**src/rtl/tick_timer_gen_pkg.sv**
```systemverilog
// ---------------------------------------------------------------------------
// tick_timer_gen_pkg
//   Shared definitions for the timer tick generator.
//   - state_t              : controller states (IDLE, RUN, DONE)
//   - DEFAULT_PERIOD_50MHZ : period loaded at reset, one second at 50 MHz
//   - MIN_PERIOD           : smallest storable period (tick every cycle)
// ---------------------------------------------------------------------------
package tick_timer_gen_pkg;

    typedef enum logic [1:0] {
        ST_IDLE = 2'd0,
        ST_RUN  = 2'd1,
        ST_DONE = 2'd2
    } state_t;

    localparam int unsigned DEFAULT_PERIOD_50MHZ = 50_000_000;
    localparam int unsigned MIN_PERIOD           = 1;

endpackage : tick_timer_gen_pkg

```
**src/rtl/tick_timer_gen.sv**
```systemverilog
// ---------------------------------------------------------------------------
// tick_timer_gen
//   Programmable tick generator. Counts clk cycles and emits a one-cycle
//   registered tick strobe every `period` cycles, periodic or one-shot, with
//   start/stop/pause control and a wrapping tick counter.
//
// Parameters
//   CNT_W          width of the period register and cycle down-counter
//   DEFAULT_PERIOD period loaded at reset
//   TCNT_W         width of tick_count
//
// Ports
//   clk        system clock, rising edge
//   rst        synchronous active-high reset
//   start      begin counting from IDLE or DONE (ignored in RUN)
//   stop       abort to IDLE, has priority over start
//   pause      freeze the down-counter while in RUN
//   oneshot    sampled with start: 1 = single tick then DONE
//   load       write period_in into the period register (0/1 stored as 1)
//   period_in  new period in clk cycles
//   tick       one-cycle strobe
//   busy       high while in RUN
//   done       high while in DONE
//   tick_count ticks since reset or last start, wrapping
// ---------------------------------------------------------------------------
module tick_timer_gen
    import tick_timer_gen_pkg::*;
#(
    parameter int unsigned CNT_W          = 32,
    parameter int unsigned DEFAULT_PERIOD = DEFAULT_PERIOD_50MHZ,
    parameter int unsigned TCNT_W         = 8
) (
    input  logic              clk,
    input  logic              rst,
    input  logic              start,
    input  logic              stop,
    input  logic              pause,
    input  logic              oneshot,
    input  logic              load,
    input  logic [CNT_W-1:0]  period_in,
    output logic              tick,
    output logic              busy,
    output logic              done,
    output logic [TCNT_W-1:0] tick_count
);

    localparam logic [CNT_W-1:0]  CNT_ONE  = CNT_W'(MIN_PERIOD);
    localparam logic [CNT_W-1:0]  CNT_DEF  = CNT_W'(DEFAULT_PERIOD);
    localparam logic [TCNT_W-1:0] TCNT_ONE = TCNT_W'(1);

    state_t             state,      state_nxt;
    logic [CNT_W-1:0]   period,     period_nxt;
    logic [CNT_W-1:0]   cnt,        cnt_nxt;
    logic               mode,       mode_nxt;
    logic               tick_nxt;
    logic               busy_nxt;
    logic               done_nxt;
    logic [TCNT_W-1:0]  tcnt_nxt;

    // Next-state, counter and output computation.
    // Reloads read `period` (the registered value), so a load in the same
    // cycle as a reload only affects the following interval.
    always_comb begin
        state_nxt  = state;
        period_nxt = period;
        cnt_nxt    = cnt;
        mode_nxt   = mode;
        tcnt_nxt   = tick_count;
        tick_nxt   = 1'b0;

        if (load) begin
            period_nxt = (period_in <= CNT_ONE) ? CNT_ONE : period_in;
        end

        case (state)
            ST_IDLE, ST_DONE: begin
                if (stop) begin
                    state_nxt = ST_IDLE;
                end else if (start) begin
                    state_nxt = ST_RUN;
                    cnt_nxt   = period - CNT_ONE;
                    mode_nxt  = oneshot;
                    tcnt_nxt  = '0;
                end
            end

            ST_RUN: begin
                if (stop) begin
                    state_nxt = ST_IDLE;
                    cnt_nxt   = '0;
                end else if (!pause) begin
                    if (cnt != '0) begin
                        cnt_nxt = cnt - CNT_ONE;
                    end else begin
                        tick_nxt = 1'b1;
                        tcnt_nxt = tick_count + TCNT_ONE;
                        if (mode) begin
                            state_nxt = ST_DONE;
                        end else begin
                            cnt_nxt = period - CNT_ONE;
                        end
                    end
                end
            end

            default: begin
                state_nxt = ST_IDLE;
                cnt_nxt   = '0;
            end
        endcase

        // Status flags are registered copies of the state being entered.
        busy_nxt = (state_nxt == ST_RUN);
        done_nxt = (state_nxt == ST_DONE);
    end

    always_ff @(posedge clk) begin
        if (rst) begin
            state      <= ST_IDLE;
            period     <= CNT_DEF;
            cnt        <= '0;
            mode       <= 1'b0;
            tick       <= 1'b0;
            busy       <= 1'b0;
            done       <= 1'b0;
            tick_count <= '0;
        end else begin
            state      <= state_nxt;
            period     <= period_nxt;
            cnt        <= cnt_nxt;
            mode       <= mode_nxt;
            tick       <= tick_nxt;
            busy       <= busy_nxt;
            done       <= done_nxt;
            tick_count <= tcnt_nxt;
        end
    end

    busy_done_exclusive: assert property (@(posedge clk) !(busy && done));

endmodule : tick_timer_gen
```
**config.mk**
```make
export PLATFORM = sky130hd
export DESIGN_NAME = tick_timer_gen
export DESIGN_NICKNAME = d
export VERILOG_FILES = /design/src/rtl/tick_timer_gen_pkg.sv /design/src/rtl/tick_timer_gen.sv
export SDC_FILE = /design/constraint.sdc
export NUM_CORES = 1
export LEC_CHECK = 0
export CAP_MARGIN = 25
export CORE_MARGIN = 2
export CORE_UTILIZATION = 35
export CTS_CLUSTER_SIZE = 14
export DETAILED_ROUTE_END_ITERATION = 10
export GPL_ROUTABILITY_DRIVEN = 0
export GPL_TIMING_DRIVEN = 0
export SYNTH_ARGS = -nofsm -noshare
export SYNTH_HDL_FRONTEND = slang
export SYNTH_SLANG_ARGS = --single-unit
```
**constraint.sdc**
```tcl
create_clock -name clk -period 9.2 [get_ports clk]
set_input_delay 1.38 -clock clk [delete_from_list [all_inputs] [get_ports clk]]
set_output_delay 1.38 -clock clk [all_outputs]
set_load 0.02 [all_outputs]
```
==> out/results.tsv <==
metric	value	unit
yosys.area.top_type	dfxtp_1	
grt_pass1_vias	4155	
hold_start	tick_count[7]	
cp_max_fo	10	
crit_path_end_kind	flip-flop	
ys_ff_latch	78	
ys.flop_type	dfxtp_1	
r2r_start	cnt[0]	
holdWs	485	ps
hold_depth	2	
ys_seq_area_share	35.4	%
die_area	0.0135	mm2
setup_viol	0	
drt_wl_total	13400	um
fin_nets	653	
numCtsBuffers	9	
die_h	116	um
yosys.area.top_type_share	35.4	%
cts_tree	built	
post-route-min-period	3970	ps
rrSetupSlack	5530	ps
synth-edff-count	0	
synth_top_cells_by_count	dfxtp_1 (78), nor2_1 (68), o21ai_0 (42), a21oi_1 (32), nand2_1 (28)	
dpl_cell_area	0.00512	mm2
dieWidth	116	um
setup_tns	0	ps
core	0.0125	mm2
port_buffers	49	
h-tree-depth	3	
cts_buffer_depth	2	
leakagePower	1.94	nW
cap_viol_max_count	0	
clockRootBuffer	clkbuf_16	
firstDrtPassIters	7	
start_kind	input pin	
netlist_top_cells_area	dfxtp_1 (35%), nor2_1 (5.8%), mux2i_1 (5.0%), o21ai_0 (4.8%), xnor2_1 (3.8%)	
fp-row-count	41	
synth_warnings	0	
worstRegToRegCells	11	
ios	50	
grt_first_pass_wirelength	21300	um
slew_violations	0	
wl_per_cell	17.0	um
power	0.985	mW
cts_num_sinks	78	
crit_arrival	4240	ps
synth_cell_type_count	60	
antenna_found_initial	0	
antenna_left	0	
period_share	43.2	%
fin_util	43.8	%
rsz0062_at_grt	false	
synthMostInstantiatedCell	dfxtp_1	
drc	0	
timing.final.hold_violations	0	
syn_area	0.00442	mm2
cts_hold_buf	0	
clk_pin_slew	60	ps
fin_area	0.00546	mm2
post_cts_resized	0	
initial_core_util	35.4	%
power.density	180	mW/mm2
critPathRequiredTime	9470	ps
peakVddDrop	0.106	mV
path_class	input pin to flip-flop	
drive_gt1_share	5.68	%
synthesis.instances	550	
antenna_cells	0	
clk_latency	350	ps
syn_area_per_cell	8.03	um2
ys_async_sr_fraction	0	%
dp_hpwl	9940	um
synth_nets	592	
r2r_end	cnt[23]	
hold_path_end	tick_count[7]	
max_freq	252	MHz
skew	11.0	ps
viasPerCell	5.66	
hp-class	flip-flop to flip-flop	
worstMarginPinSlew	924	ps
track_usage	20.6	%
route.vias.total	4458	
syn2layout_area_growth	23.7	%
drt_iter0_markers	413	
post-cts-setup-buffers	0	
grt_overflow_total	0	
grt_max_degree	15	
status	finished, final reports clean	
slew_headroom	38.2	%
[cell usage in the layout, fill, tap and decap left out, types with 3 or more instances in the layout]
cell type	instances
a211o_1	13
inv_1	13
nand3b_1	3
nand2b_1	3
a2bb2oi_1	5
nor2_1	68
clkbuf_16	9
ha_1	3
mux2i_1	22
or4_1	3
a211oi_1	4
nor3_1	27
dfxtp_1	78
nand4_1	6
a22oi_1	9
xor2_1	16
a31oi_1	10
or4_4	3
nand3_1	7
xnor2_1	19
buf_1	6
o32ai_1	6
nor2b_1	21
nand2_1	28
a21oi_1	32
clkbuf_1	23
o21ai_0	42
clkdlybuf4s50_1	49
o22ai_1	7
or3_1	7
nor4_1	21
or2_2	3
[power breakdown]
part | total, mW | switching [mW] | internal, mW
Sequential | 0.382 | 0.0235 | 0.359
Clock | 0.400 | 0.153 | 0.246
Combinational | 0.203 | 0.121 | 0.0827
Total | 0.985 | 0.297 | 0.688
[area by class of cell]
type,count,area (um2)
Clock inverter,6,92.6
Fill cell,1226,7010
Multi-Input combinational cell,426,2660
Sequential cell,78,1560
Tap cell,172,215
Timing Repair Buffer,50,498
Buffer,33,141
Clock buffer,10,239
Inverter,13,48.8
[registers in the layout, indices dropped and copies added, names as in the netlist]
register / count
cnt: 32
period: 32
tick_count: 8
state: 2
busy: 1
done: 1
mode: 1
tick: 1
[metal layers]
layer / vias to the layer above / GRT usage [%] / share of wire, %
met3: 34 / 4.93 / 7.4
met5: - / 0 / 0
met4: 0 / 8.97 / 3.1
met1: 2087 / 26.1 / 44
met2: 189 / 33.3 / 45
li1: 2148 / - / -
[worst max path at each step]
stage               start             to  slack, ps  cells after the start
floorplan           start         cnt[0]       5910                      8
global placement    start         cnt[0]       4460                      9
detailed placement  start         cnt[0]       4430                      9
CTS                 start         cnt[0]       4790                      9
global route         stop  tick_count[5]       4960                      7
finish               stop        cnt[23]       5230                     10
[worst max-delay path: stages]
cell and delay [ps]:
clkdlybuf4s50_1 450, nor2_1 510, and2_1 240, clkbuf_1 360, nand2_1 120, clkbuf_1 300, clkbuf_1 380, a21oi_1 210
o21ai_0 100, o22ai_1 170
[cells by family (layout without fill, tap and decap cells)]
family / after synthesis / count (layout) / synth area share [%]
and+or+nand+nor: 217 / 217 / 25.7
AOI/OAI and AO/OA: 149 / 149 / 21.8
DFF: 78 / 78 / 35.4
buffers and inverters: 46 / 112 / 4.31
adders and majority gates: 3 / 3 / 0.850
xor gates and xnor gates: 35 / 35 / 6.94
muxes: 22 / 22 / 4.99
[stage by stage]
| step | worst slack (ps) | std cells |
|---|---|---|
| finish | 5230 | 788 |
| global route | 4960 | 788 |
| global placement | 4460 | 771 |
| detailed placement | 4430 | 771 |
| CTS | 4790 | 787 |
| floorplan | 5910 | 550 |
No activity file was read; power rests on OpenSTA's default activity.
